`config.mk`:
```
export PLATFORM = sky130hd
export DESIGN_NAME = card_dealer_datapath
export DESIGN_NICKNAME = d
export VERILOG_FILES = /design/src/rtl/card_dealer_datapath.sv
export SDC_FILE = /design/constraint.sdc
export NUM_CORES = 1
export LEC_CHECK = 0
export CORE_ASPECT_RATIO = 0.9
export CORE_MARGIN = 3
export CORE_UTILIZATION = 58
export CTS_BUF_LIST = sky130_fd_sc_hd__clkbuf_4 sky130_fd_sc_hd__clkbuf_8
export CTS_CLUSTER_SIZE = 40
export DETAILED_ROUTE_END_ITERATION = 8
export PLACE_DENSITY = 0.92
export SLEW_MARGIN = 15
export SYNTH_ARGS = -nofsm -noshare
export SYNTH_HDL_FRONTEND = slang
export SYNTH_SLANG_ARGS = --single-unit
export TNS_END_PERCENT = 50
```
`constraint.sdc`:
```
create_clock -name slow_clock -period 6.9 [get_ports slow_clock]
set_input_delay 1.035 -clock slow_clock [delete_from_list [all_inputs] [get_ports slow_clock]]
set_output_delay 1.035 -clock slow_clock [all_outputs]
set_load 0.05 [all_outputs]
```
`src/rtl/card_dealer_datapath.sv`:
```
// Card dealer datapath: services one-cycle slot load strobes from the game
// state machine, holds six card slots and reports combinational hand scores.
// Optional build macro CARD_OVERRIDE_EN adds override_valid/override_card so a
// load can take a forced rank instead of the free-running draw counter.
module card_dealer_datapath #(
  parameter int unsigned NUM_RANKS = 13
) (
  input  logic       slow_clock,
  input  logic       reset,
  input  logic       load_pcard1,
  input  logic       load_pcard2,
  input  logic       load_pcard3,
  input  logic       load_dcard1,
  input  logic       load_dcard2,
  input  logic       load_dcard3,
`ifdef CARD_OVERRIDE_EN
  input  logic       override_valid,
  input  logic [3:0] override_card,
`endif
  output logic [3:0] pcard1,
  output logic [3:0] pcard2,
  output logic [3:0] pcard3,
  output logic [3:0] dcard1,
  output logic [3:0] dcard2,
  output logic [3:0] dcard3,
  output logic [3:0] pscore,
  output logic [3:0] dscore,
  output logic       proto_error,
  output logic [2:0] cards_dealt
);

  localparam int unsigned CW     = 4;
  localparam int unsigned NSLOTS = 6;
  localparam int unsigned SW     = 5;

  // slot order doubles as priority: index 0 (pcard1) is highest
  logic [NSLOTS-1:0]         load_vec;
  logic [NSLOTS-1:0][CW-1:0] slot_q, slot_d;
  logic [CW-1:0]             cnt_q, cnt_d;
  logic                      err_q, err_d;
  logic [2:0]                dealt_q, dealt_d;
  logic [CW-1:0]             draw;
  logic [2:0]                sel;
  logic                      found;
  logic                      multi;

  assign load_vec = {load_dcard3, load_dcard2, load_dcard1,
                     load_pcard3, load_pcard2, load_pcard1};

  // baccarat point value of a held rank; face cards, tens and empty slots are 0
  function automatic logic [CW-1:0] card_val(input logic [CW-1:0] c);
    return (c <= CW'(9)) ? c : '0;
  endfunction

  // hand total mod 10 without a divider: max sum is 27
  function automatic logic [CW-1:0] hand_score(input logic [CW-1:0] a,
                                               input logic [CW-1:0] b,
                                               input logic [CW-1:0] c);
    logic [SW-1:0] s;
    s = SW'(card_val(a)) + SW'(card_val(b)) + SW'(card_val(c));
    if (s >= SW'(20))      s = s - SW'(20);
    else if (s >= SW'(10)) s = s - SW'(10);
    return CW'(s);
  endfunction

  // card source for this cycle's load
  always_comb begin
    draw = cnt_q;
`ifdef CARD_OVERRIDE_EN
    if (override_valid && (override_card >= CW'(1)) &&
        (override_card <= CW'(NUM_RANKS)))
      draw = override_card;
`endif
  end

  // next-state: counter advance, prioritised slot load and error tracking
  always_comb begin
    cnt_d   = (cnt_q == CW'(NUM_RANKS)) ? CW'(1) : cnt_q + CW'(1);
    slot_d  = slot_q;
    err_d   = err_q;
    dealt_d = dealt_q;
    sel     = '0;
    found   = 1'b0;
    multi   = (load_vec & (load_vec - NSLOTS'(1))) != '0;
    for (int i = 0; i < int'(NSLOTS); i++) begin
      if (load_vec[i] && !found) begin
        found = 1'b1;
        sel   = 3'(i);
      end
    end
    if (found) begin
      if (slot_q[sel] == '0) begin
        slot_d[sel] = draw;
        dealt_d     = dealt_q + 3'd1;
      end else begin
        err_d = 1'b1;
      end
    end
    if (multi) err_d = 1'b1;
  end

  // state registers with synchronous reset
  always_ff @(posedge slow_clock) begin
    if (reset) begin
      cnt_q   <= CW'(1);
      slot_q  <= '0;
      err_q   <= 1'b0;
      dealt_q <= '0;
    end else begin
      cnt_q   <= cnt_d;
      slot_q  <= slot_d;
      err_q   <= err_d;
      dealt_q <= dealt_d;
    end
  end

  assign pcard1      = slot_q[0];
  assign pcard2      = slot_q[1];
  assign pcard3      = slot_q[2];
  assign dcard1      = slot_q[3];
  assign dcard2      = slot_q[4];
  assign dcard3      = slot_q[5];
  assign pscore      = hand_score(slot_q[0], slot_q[1], slot_q[2]);
  assign dscore      = hand_score(slot_q[3], slot_q[4], slot_q[5]);
  assign proto_error = err_q;
  assign cards_dealt = dealt_q;

endmodule
```
# Word-level counts from Yosys, hierarchy flattened
# Index checks and enable logic that the tools add are counted.
# Widths: inputs -> output; s select.
# word_totals
register_bits,32
input_bits,8
output_inout_bits,36
wordCells,81
# classes
add_sub_neg,11
order_cmp,12
n_eq_ne,2
muxes,29
n_bitwise,1
n_reduce_logical,17
# op_table
op,count
$mux 4,12
$bwmux 24,1
$le 4x4->1 const B,6
$bmux 4 s3,1
$demux 4 s3,1
$mux 3,4
$add 4x4->5,2
$add 5x4->5,2
$ge 5x4->1 const B,2
$ge 5x5->1 const B,2
$mux 1,10
$sub 4x3->4 const B,2
$sub 4x4->4 const B,2
$and 6x6->6,1
$logic_and 1x1->1,6
$reduce_bool 6->1,1
$sub 6x1->6 const B,1
$logic_not 1->1,5
$add 4x1->4 const B,1
$eq 4x4->1 const B,1
$logic_not 4->1,1
$lt 3x4->1 const B,1
$reduce_and 2->1,2
$add 3x1->3 const B,1
4 further kinds,4

# Logic depth before layout (Yosys ltp)
# depth
ltp_word,22
mapped_depth,12

# Worst setup path before layout
# OpenSTA, ideal clock, no wires.
# synth_path
kind,reg2out
startpoint,register slot_q (netlist bit dcard1[3])
endpoint,output port dscore[3]
arrival_ns,4.112
t_required_ns,5.865
path_slack_ns,1.753
path_stages_with_launch,13
path_buffers,0
cell_sequence,dfxtp_1 > o21ai_0 > and2_1 > fa_1 > ha_1 > fa_1 > xor2_1 > inv_1 > ha_1 > nor3b_1 > nor3_1 > mux2i_1 > o21ai_0
# synth_between
elab_chain_len,7
elab_cells_between_ends,10
cone_classes,add/sub (4); order compare (3); mux (3)
# synth_lines
item,line,text
"start, declared",38,"logic [NSLOTS-1:0][CW-1:0] slot_q, slot_d;"
"start signal, assigned",111,slot_q <= slot_d;
$le 4x4->1,52,return (c <= CW'(9)) ? c : '0;
$mux 4 (*),52,
$add 4x4->5 (*),60,s = SW'(card_val(a)) + SW'(card_val(b)) + SW'(card_val(c));
$add 5x4->5 (*),60,
$sub 4x4->4 / $ge 5x4->1 (equally long branches),62,else if (s >= SW'(10)) s = s - SW'(10);
$mux 4,62,
$mux 4 (*),61,if (s >= SW'(20)) s = s - SW'(20);
"end, declared",27,"output logic [3:0] dscore,"
# Every way passes the cells marked *; elsewhere a longest branch is shown, timed or not.

# Worst setup path in the final report
# layout_path
startpoint,register slot_q (netlist bit dcard1[3])
endpoint,output port dscore[1]
# Same word-level chain as after synthesis.

==> results.tsv <==
stage	metric	value	unit
finish	drive_gt1_share	7.256	%
routing	drt_iter0_markers	189	
timing	fmax	185.7	MHz
routing	wl_per_cell	15.24	um
min_path	hold_path.class	reg -> reg	
routing	firstDrtPassIters	4	
timing	finalHoldViolCount	0	
logic_synthesis	synth_fp_nets	309	
routing	drt-total-wl	5.531	mm
global_route	grt_pass1_wl	9.446	mm
die	dieArea	4817	um^2
timing	worst_slack	1516	ps
cts	cts_tree	built	
timing	skew	4.901	ps
timing	max_slew.worst_pin.slew	1139	ps
min_path	hold_depth	2	
global_route	grt_pass1_vias	2091	
global_route	grt-ovfl-total	0	
logic_synthesis	synth_edf_count	0	
global_route	antenna_found_initial	0	
min_path	min_to	cards_dealt[1]$_SDFFE_PP0P_	
logic_synthesis	synthFlopType	dfxtp_1	
cts	cts_max_path_buffers	2	
finish	syn2layout_area_growth	24.64	%
die	rows	21	
cts	post_cts_resized	0	
worst_setup_path	worstPathRequired	5860	ps
finish	final_util	76.79	%
die	die_h	66.14	um
timing	final-max-slew-violation-count	0	
cts	postCtsSetupBuffers	0	
finish	instances_no_fill	363	
cts	cts_buffers	5	
worst_setup_path	reg2reg_to	cards_dealt[2]$_SDFFE_PP0P_	
timing	setup-tns-final	0	ps
logic_synthesis	synth.yosys.seq_area_share	27.48	%
logic_synthesis	ys_seq_elements	32	
placed_design	pre_cts_slack	1854	ps
routing	vias_per_cell	5.848	
logic_synthesis	yosys.area_share.simple	24.91	%
power_and_ir_drop	peakVddDrop	149.6	uV
logic_synthesis	synth_fa_ha_area_share	17.07	%
logic_synthesis	ys_types	52	
timing	fin_crit	5384	ps
power_and_ir_drop	power_density	192.8	nW/um^2
logic_synthesis	yosys_warnings	0	
die	die_width	72.83	um
outcome	status	finished, final reports clean	
die	core_area	3784	um^2
logic_synthesis	synthXorXnorAreaFrac	2.254	%
logic_synthesis	syn_area	2331	um^2
placed_design	numPortBuffers	43	
logic_synthesis	synthArstFlopShare	0	%
routing	postRouteAntennaNets	0	
cts	cts_sinks	32	
global_route	track_usage	25.23	%
routing	drc	0	
power_and_ir_drop	p_leak	1.181	nW
worst_setup_path	reg2regPathDepth	5	
global_route	grt_max_degree	35	
logic_synthesis	synth_top_family_by_area	simple AND/OR/NAND/NOR gates	
die	io_pins	44	
timing	holdWs	504.1	ps
die	start_util	61.61	%
worst_setup_path	ff2ff_setup_slack	4920	ps
routing	num_vias	2123	
timing	rsz0062_at_grt	false	
worst_setup_path	cp.arrival	4350	ps
worst_setup_path	crit_fanout	7	
placed_design	dpl-instance-area	2779	um^2
worst_setup_path	end_kind	primary output	
worst_setup_path	reg2reg_from	dcard2[0]$_SDFFE_PP0P_	
cts	clkSlewWorstSetupHoldPaths	70	ps
job	cap_violations	0	
placed_design	hpwl	4.062	mm
cts	root_buffer	clkbuf_8	
worst_setup_path	path_class	reg -> out	
power_and_ir_drop	power	560.1	uW
logic_synthesis	muxShareOfSynthArea	3.489	%
logic_synthesis	postSynthCellCount	276	
timing	relSlewSlack	23.82	%
finish	nets	349	
logic_synthesis	synth_compound_area_share	20.34	%
logic_synthesis	syn_avg_cell_area	8.446	um^2
worst_setup_path	startpoint_type	register	
finish	final_cell_area	2905	um^2
cts	worstSkewPairLatency	290	ps
min_path	hp-start	cards_dealt[1]$_SDFFE_PP0P_	
timing	finalSetupViolCount	0	
timing	post-route-period-util	78.04	%
finish	diodes	0	
placed_design	place_inst	355	
placed_design	routabilityCongestion	0.9678	
cts	cts_hold_buffers	0	
cts	htree_levels	2	
[cells by family after synthesis]
group / count (synthesis)
muxes: 7
DFF: 32
buffers and inverters: 27
xor gates and xnor gates: 6
adders and majority gates: 26
and+or+nand+nor: 104
AOI/OAI and AO/OA: 74
[layer usage]
metal / vias to the layer above / part of all wire, % / track usage (%)
li1: 1041 / - / -
met1: 990 / 45 / 33.18
met2: 79 / 46 / 40.09
met3: 13 / 6.9 / 6.231
met4: 0 / 1.6 / 8.986
met5: - / 0 / 0
[synthesized netlist by cell type, types with 4 or more instances]
| library cell | number | share of area, % |
|---|---|---|
| nand2_1 | 6 | 0.97 |
| fa_1 | 10 | 8.6 |
| nor2_1 | 40 | 6.4 |
| inv_1 | 17 | 2.7 |
| nor3b_1 | 5 | 1.6 |
| dfxtp_1 | 32 | 27 |
| o21ai_0 | 12 | 2.6 |
| mux2i_1 | 4 | 1.7 |
| nor2b_1 | 12 | 3.2 |
| ha_1 | 15 | 8.1 |
| and2_1 | 7 | 1.9 |
| a21oi_1 | 39 | 8.4 |
| clkbuf_1 | 6 | 0.97 |
| nor3_1 | 5 | 1.1 |
| nand2b_1 | 10 | 2.7 |
[worst max-delay path, stage by stage, from the launching register on]
cell and delay, ps:
dfxtp_1 450, o21ai_0 120, and2_1 190, fa_1 420
ha_1 230, fa_1 430, xor2_1 340, inv_1 80
ha_1 180, nor3b_1 140, or3_1 300, a32o_1 230
xnor2_1 130, clkdlybuf4s50_1 810
[flip-flops by register name, summed over array words and instances, names as in the netlist]
| signal | flops |
|---|---|
| cards_dealt | 3 |
| proto_error | 1 |
| cnt_q | 4 |
| dcard1 | 4 |
| pcard1 | 4 |
| dcard2 | 4 |
| pcard3 | 4 |
| pcard2 | 4 |
| dcard3 | 4 |
[power by group]
group	leakage (nW)	total, mW	internal, mW	switching (mW)
registers	0.260	0.209	0.194	0.0153
clock network	0.0645	0.197	0.127	0.0694
logic	0.857	0.154	0.0589	0.0950
total	1.18	0.560	0.380	0.180
[layout make-up]
cell class	instances	area, um^2
clock buffers	7	96.34
inverters	17	63.81
fillers	271	878.3
clock inverters	1	30.03
well taps	46	57.56
repair buffers	43	430.4
flip-flops and latches	32	640.6
multi-input cells	217	1587
[cells in the final DEF (no fill, tap or decap), types with 3 or more instances in the layout]
cell type / instances
nor2_1: 40
fa_1: 10
mux2i_1: 4
a21boi_0: 3
nor3b_1: 5
a31oi_1: 3
xor2_1: 3
inv_1: 17
nor3_1: 5
clkdlybuf4s50_1: 43
nor2b_1: 12
nand2_1: 6
a21oi_1: 39
o21ai_0: 12
clkbuf_8: 7
ha_1: 15
dfxtp_1: 32
nand2b_1: 10
xnor2_1: 3
and2_1: 7
[worst max path at each step]
stage                     depth (start not counted)  slack [ps]              startpoint   endpoint
final                                            13        1520  dcard1[3]$_SDFFE_PP0P_  dscore[1]
after global routing                             13        1280  dcard2[3]$_SDFFE_PP0P_  dscore[1]
after CTS                                        13        1540  dcard1[3]$_SDFFE_PP0P_  dscore[1]
after detailed placement                         13        1850  dcard1[3]$_SDFFE_PP0P_  dscore[1]
after global placement                           13        2040  dcard2[3]$_SDFFE_PP0P_  dscore[1]
after floorplan                                  12        1750  dcard1[3]$_SDFFE_PP0P_  dscore[3]
Power figures use the tool's default switching activity.
